===== src/rtl/word_to_half_serializer_pkg.sv =====
// Shared definitions for the word-to-halfword serializer: FSM encodings,
// default beat width and beat ordering.
package word_to_half_serializer_pkg;

    localparam int HALF_W_DEF = 16;

    // Low half travels first so the receiver can start re-assembly immediately.
    localparam bit LOW_FIRST = 1'b1;

    typedef enum logic [1:0] {
        ST_IDLE = 2'd0,
        ST_LOW  = 2'd1,
        ST_HIGH = 2'd2
    } state_t;

endpackage


===== src/rtl/word_to_half_serializer_upper_zero_detect.sv =====
// Flags a halfword that is all zeros; used to spot zero-extended words
// (only instantiated when ZX_COMPRESS_EN is defined).
module word_to_half_serializer_upper_zero_detect #(
    parameter int HALF_W = 16
) (
    input  logic [HALF_W-1:0] i_half,
    output logic              o_zero
);

    assign o_zero = ~(|i_half);

endmodule


===== src/rtl/word_to_half_serializer.sv =====
// Narrows 32-bit words onto a 16-bit beat bus, low half first.
// Optional macro ZX_COMPRESS_EN sends zero-extended words as one tagged beat.
module word_to_half_serializer
    import word_to_half_serializer_pkg::*;
#(
    parameter int HALF_W = HALF_W_DEF,
    parameter int CNT_W  = 16
) (
    input  logic                clk_i,
    input  logic                rst_i,
    input  logic                in_valid_i,
    output logic                in_ready_o,
    input  logic [2*HALF_W-1:0] in_data_i,
    output logic                out_valid_o,
    input  logic                out_ready_i,
    output logic [HALF_W-1:0]   out_data_o,
    output logic                out_last_o,
    output logic                out_zx_o,
    output logic [CNT_W-1:0]    words_sent_o
);

    localparam logic [CNT_W-1:0] CNT_ONE = 1;

    state_t                r_state;
    state_t                w_nextState;
    logic [2*HALF_W-1:0]   r_word;
    logic [HALF_W-1:0]     r_data;
    logic                  r_last;
    logic                  r_zx;
    logic [CNT_W-1:0]      r_count;
    logic                  w_inXfer;
    logic                  w_outXfer;
    logic                  w_upperZero;
    logic [HALF_W-1:0]     w_firstHalf;
    logic [HALF_W-1:0]     w_secondHalf;

`ifdef ZX_COMPRESS_EN
    word_to_half_serializer_upper_zero_detect #(
        .HALF_W (HALF_W)
    ) u_upper_zero_detect (
        .i_half (in_data_i[2*HALF_W-1:HALF_W]),
        .o_zero (w_upperZero)
    );
`else
    assign w_upperZero = 1'b0;
`endif

    assign out_valid_o  = (r_state != ST_IDLE);
    assign out_data_o   = r_data;
    assign out_last_o   = r_last;
    assign out_zx_o     = r_zx;
    assign words_sent_o = r_count;

    // Accepting on the last-beat cycle keeps words flowing with no bubble.
    assign in_ready_o = (r_state == ST_IDLE) | (out_valid_o & out_last_o & out_ready_i);
    assign w_inXfer   = in_valid_i & in_ready_o;
    assign w_outXfer  = out_valid_o & out_ready_i;

    assign w_firstHalf  = LOW_FIRST ? in_data_i[HALF_W-1:0] : in_data_i[2*HALF_W-1:HALF_W];
    assign w_secondHalf = LOW_FIRST ? r_word[2*HALF_W-1:HALF_W] : r_word[HALF_W-1:0];

    always_ff @(posedge clk_i or posedge rst_i) begin
        if (rst_i) begin
            r_state <= ST_IDLE;
        end else begin
            r_state <= w_nextState;
        end
    end

    always_comb begin
        w_nextState = r_state;
        case (r_state)
            ST_IDLE: begin
                if (w_inXfer) w_nextState = ST_LOW;
            end
            ST_LOW: begin
                if (w_outXfer) begin
                    if (!r_last)       w_nextState = ST_HIGH;
                    else if (w_inXfer) w_nextState = ST_LOW;
                    else               w_nextState = ST_IDLE;
                end
            end
            ST_HIGH: begin
                if (w_outXfer) w_nextState = w_inXfer ? ST_LOW : ST_IDLE;
            end
            default: w_nextState = ST_IDLE;
        endcase
    end

    // Beat registers only change on a new word or when the current beat is taken,
    // so a stalled beat stays stable.
    always_ff @(posedge clk_i or posedge rst_i) begin
        if (rst_i) begin
            r_word <= '0;
            r_data <= '0;
            r_last <= 1'b0;
            r_zx   <= 1'b0;
        end else if (w_inXfer) begin
            r_word <= in_data_i;
            r_data <= w_firstHalf;
            r_last <= w_upperZero;
            r_zx   <= w_upperZero;
        end else if (w_outXfer && !r_last) begin
            r_data <= w_secondHalf;
            r_last <= 1'b1;
            r_zx   <= 1'b0;
        end
    end

    always_ff @(posedge clk_i or posedge rst_i) begin
        if (rst_i) begin
            r_count <= '0;
        end else if (w_outXfer && r_last) begin
            r_count <= r_count + CNT_ONE;
        end
    end

endmodule


===== config.mk =====
export PLATFORM = sky130hd
export DESIGN_NAME = word_to_half_serializer
export DESIGN_NICKNAME = d
export VERILOG_FILES = /design/src/rtl/word_to_half_serializer_pkg.sv /design/src/rtl/word_to_half_serializer_upper_zero_detect.sv /design/src/rtl/word_to_half_serializer.sv
export SDC_FILE = /design/constraint.sdc
export NUM_CORES = 1
export LEC_CHECK = 0
export CAP_MARGIN = 40
export CORE_MARGIN = 2
export CORE_UTILIZATION = 44
export CTS_BUF_LIST = sky130_fd_sc_hd__clkbuf_8
export DETAILED_ROUTE_END_ITERATION = 8
export PLACE_DENSITY = 0.74
export SYNTH_ARGS = -nofsm -noshare
export SYNTH_HDL_FRONTEND = slang
export SYNTH_SLANG_ARGS = --single-unit

===== constraint.sdc =====
create_clock -name clk_i -period 2.4 [get_ports clk_i]
set_input_delay 0.36 -clock clk_i [delete_from_list [all_inputs] [get_ports clk_i]]
set_output_delay 0.36 -clock clk_i [all_outputs]
set_load 0.05 [all_outputs]

# Yosys cells after proc, flatten, opt, wreduce, memory -nomap -nowiden
# Index checks and enable logic that the tools add are counted.
[op_classes] addsub=1 order_cmp=0 div_mod_pow=0 n_bitwise=5 n_mul=0 reduce_logical=7 mux=12 shift=0 n_eq_ne=5
[ops] cell="$mux 16" count=2
[ops] cell="$add 16x1->16 const B" count=1
[ops] cell="$mux 2" count=4
[ops] cell="$ne 2x2->1 const B" count=3
[ops] cell="$pmux 2 s3" count=1
[ops] cell="$mux 1" count=5
[ops] cell="$and 1x1->1" count=4
[ops] cell="$reduce_bool 2->1" count=2
[ops] cell="$reduce_and 3->1" count=1
[ops] cell="$eq 2x1->1 const B" count=1
[ops] cell="$eq 2x2->1 const B" count=1
[ops] cell="$logic_and 1x1->1" count=2
[ops] cell="$logic_not 2->1" count=1
[ops] cell="$logic_not 1->1" count=1
[ops] cell="$or 1x1->1" count=1
[word_totals] latchBits=0 ram_bits=0 mem_bits_ro=0 wordCells=36 in_bits=36 n_memories=0 ff_bits=68 out_inout_bits=36

# Longest topological paths before layout
[depth] word_depth=9 depth_mapped=6 depth_no_buf=5

# Least setup slack after synthesis
# OpenSTA, ideal clock, no wires.
[synth_timing] kind="flip-flop to flip-flop" startpoint="register r_count[0] (netlist: words_sent_o[0])" endpoint="register r_count[12] (netlist: words_sent_o[12])" setup_ns=0.141 t_arrival_ns=1.605 required_ns=2.259 n_path_buf=0 path_stages_with_launch=6 slack_ns=0.655 period_less_slack_ns=1.745 path_cell_list="dfrtp_1 ha_1 o2111ai_1 nor2_2 nand4_1 xnor2_1"
[synth_between] elab_chain_cells=1
[synth_rtl] item="from (decl)" line_no="word_to_half_serializer.sv:30" source="logic [CNT_W-1:0] r_count;"
[synth_rtl] item="from (signal assigned)" line_no="word_to_half_serializer.sv:114" source="r_count <= r_count + CNT_ONE;"
[synth_rtl] item="$add 16x1->16" line_no="word_to_half_serializer.sv:114"
# Every way passes these cells.
# A chain may end at the register's enable or synchronous reset.

# Final worst setup path
[layout_timing] startpoint="register r_state[1]" endpoint="output out_valid_o"
[layout_between] elab_chain_cells=1
[layout_rtl] item="from (decl)" line_no="word_to_half_serializer.sv:24" source="state_t r_state;"
[layout_rtl] item="from (signal assigned)" line_no="word_to_half_serializer.sv:66" source="r_state <= w_nextState;"
[layout_rtl] item="$reduce_bool 2->1" line_no="word_to_half_serializer.sv:48" source="assign out_valid_o = (r_state != ST_IDLE);"
[layout_rtl] item="to (decl)" line_no="word_to_half_serializer.sv:14" source="output logic out_valid_o,"
# Every way passes these cells.

==> results by group <==
STA
  – Transition at the pin with the smallest max-transition slack: between 0.5 and 0.6 ns
  – Fraction of the cycle the final worst path needs: 0.920
  – Worst slew margin: 0.601
  – Total of endpoints with negative setup slack in the final report: 0
  – RSZ-0062 raised after global routing: no
  – Pins over their slew limit: 0
  – Worst-case clock skew: 0.00765 ns
  – Worst slack on hold paths: about 0.45 ns
  – Setup tns final: 0 ns
  – Highest achievable clock rate: between 0.4 and 0.5 GHz
  – Final number of hold-violating endpoints: 0
  – Final critical path time including I/O delays and setup: 2.21 ns

Flow run
  – Max-cap violation count: 0

Floorplanning
  – Initial Util: 0.448
  – Ports: 72
  – Rows: 26
  – Die Span X: around 75 um
  – Die outline height: 75.4 um
  – Area of the core: 5010 um2
  – Die area: 5690 um2

Worst setup path
  – Worst reg2reg startpoint: out_last_o
  – Critical path buffer and inverter count: 2
  – Data required, critical path: 2.04 ns
  – Cell with the biggest individual delay on the critical path: sky130_fd_sc_hd__clkdlybuf4s50_1
  – Chain of cells forming the critical path: nor2_4 > inv_1 > clkdlybuf4s50_1
  – Worst Setup End Kind: output pin
  – Worst setup path start: r_state[1]
  – Largest delay share family, worst path: buffers and inverters
  – Sort of element at the start of the critical path: register
  – Biggest fanout along the worst timing path: 7
  – Kind of critical path: register to output pin
  – Arrival time of the worst setup path: about 1.9 ns
  – Worst stage delay on the critical path: 0.71 ns

GRT
  – Initial antenna violation count: 0
  – GR Util All Layers: 0.148
  – Sum of overflow across all layers after global routing: 0
  – Vias in the first global route: 1399
  – Largest net degree at the start of global routing: 33
  – First-pass GRT wire length: 6.35 mm

Clock tree
  – TritonCTS clock tree: yes
  – Clock Tree Root: sky130_fd_sc_hd__clkbuf_8
  – Buffers inserted during post-CTS setup optimization: 0
  – # clock sinks: 51
  – Total of cells resized after clock tree synthesis: 0
  – Clock-pin slew on the worst setup and hold paths: 0.09 ns
  – Maximum count of clock buffers along a single path: 2
  – CTS H-tree depth: 2
  – Worst-Skew Late Latency: 0.30 ns
  – Number of buffers created by CTS: 5
  – CTS Hold Bufs: 0

Synthesis
  – Mapped Cells: 184
  – Mean instance size in the synthesized netlist: 12.2 um2
  – Flop and latch count out of synthesis: 51
  – Cell accounting for the most synthesized area: sky130_fd_sc_hd__dfrtp_1
  – Synthesized Nets: 221
  – Total number of yosys warnings: 0
  – Cell variety after synth: 33
  – Share of synthesized area occupied by flip-flops and latches: 0.568
  – Area fraction of the dominant cell type after synthesis: 0.568
  – Leading cell types by total area after synthesis: sky130_fd_sc_hd__dfrtp_1 (57%), sky130_fd_sc_hd__mux2_2 (8.5%), sky130_fd_sc_hd__mux2i_1 (7.1%)
  – Post-Syn Area: 2250 um2

Route
  – DRC violations left: 0
  – Wirelength per Cell: 12.7 um
  – Routed wl met3: around 350 um
  – Detailed Routing Iterations Pass 1: 4
  – Post-DR vias/cell: 4.79
  – Count of nets left with antenna violations after detail routing: 0
  – Met2 WL: 1.78 mm
  – Total vias in the final route: 1571
  – Detailed Route Iter0 Violations: 83
  – Routed WL: ~4.2 mm
  – Met1 WL: between 1.5 and 2 mm
  – Highest metal layer with signal wires: met4

Layout
  – Number of nets at the end of the flow: 294
  – Leading cell types in the layout, fill and taps excluded: sky130_fd_sc_hd__clkdlybuf4s50_1 (69), sky130_fd_sc_hd__dfrtp_1 (51), sky130_fd_sc_hd__nand2_1 (25), sky130_fd_sc_hd__mux2_2 (17)
  – Antenna diode instance count: 0
  – Fraction of final layout cells with drive strength greater than 1: 0.147
  – Area Growth Syn to Fin: 39.7%
  – Most common cell after layout, fill and taps aside: sky130_fd_sc_hd__clkdlybuf4s50_1

Placed design
  – Placed wire-length estimate after detailed placement: 2.99 mm
  – Number of buffers added on ports: 70
  – Placer Congestion: 0.726

Power and ir drop
  – Cell leakage power: 0.00139 uW
  – P per Cell Area: 1280 nW/um2
  – Peak supply drop: 0.000792 V

Hold path
  – Hold/Removal Path Class: input port to async pin

Run status
  – Run status: finished, final reports clean
[worst reg2reg max path: stages, from the launching register on]
cell	delay (ns)
sky130_fd_sc_hd__dfrtp_1	0.48
sky130_fd_sc_hd__and2_1	0.20
sky130_fd_sc_hd__o21ai_4	0.14
sky130_fd_sc_hd__buf_12	0.23
sky130_fd_sc_hd__mux2_2	0.38
[layer usage]
| layer | vias up | track usage |
|---|---|---|
| met1 | 732 | 0.201 |
| met4 | 0 | 0.0585 |
| met5 | - | 0 |
| met2 | 51 | 0.229 |
| li1 | 781 | - |
| met3 | 7 | 0.0397 |
[Yosys cell counts (all sizes together)]
cell type and n:
nand4 5, clkbuf 4, ha 1, o22ai 3, and3 1, dfrtp 51, xnor2 10, nor4 2
nor2b 1, and2 1, nor2 4, nand2 26, mux2 17, o2111ai 1, xor2 5, nand2b 3
conb 1, o21ai 20, nand3 3, o21ba 1, buf 4, inv 2, mux2i 16, and4 2
[cell type report]
| cell class | count | area, um2 |
|---|---|---|
| fill | 444 | 1870 |
| sequential | 51 | 1280 |
| multi-input combinational | 123 | 908 |
| timing repair buffer | 74 | 753 |
| clock buffer | 7 | 96.3 |
| tap | 70 | 87.6 |
| clock inverter | 1 | 7.51 |
| inverter | 2 | 7.51 |
[stage by stage]
| step | utilization | power [uW] | area [um2] | setup slack, ns | std cells |
|---|---|---|---|---|---|
| 2_1_floorplan | - | 2900 | 2250 | 0.655 | 184 |
| 3_3_place_gp | 0.605 | 3500 | 3030 | 0.353 | 320 |
| 3_5_place_dp | 0.605 | 3550 | 3030 | 0.327 | 320 |
| 4_1_cts | 0.626 | 4080 | 3140 | 0.162 | 328 |
| 5_1_grt | 0.626 | 4280 | 3140 | 0.111 | 328 |
| 6_report | 0.626 | 4030 | 3140 | 0.192 | 328 |
[registers in the layout, indices dropped and copies added (netlist names)]
signal        flops
out_data_o       16
out_last_o        1
r_state           2
r_word           16
words_sent_o     16
[logic make-up (layout without fill, tap and decap cells)]
kind of cell | after synthesis | after routing | synth area share
AO/OA/AOI/OAI | 25 | 25 | 0.0691
XOR/XNOR | 15 | 15 | 0.0585
adder cells (fa/ha/maj) | 1 | 1 | 0.00557
buffers and inverters | 10 | 84 | 0.0273
flip-flops | 51 | 51 | 0.568
multiplexers | 33 | 33 | 0.157
other | 1 | 1 | 0.00167
AND/OR/NAND/NOR | 48 | 48 | 0.113
[worst paths after layout]
kind	to	slack, ns	depth (start not counted)
max in group asynchronous	words_sent_o[0]	1.29	3
min reg2reg	words_sent_o[15]	0.47	1
min	words_sent_o[8]	0.45	2
max	out_valid_o	0.19	3
max reg2reg	r_word[23]	0.87	4
min in group clk_i	words_sent_o[15]	0.47	1
[power by group]
part	internal (uW)	switching, uW
logic	840	1230
clock network	262	270
registers	1190	230
total	2300	1730
(Power assumes the default switching activity.)
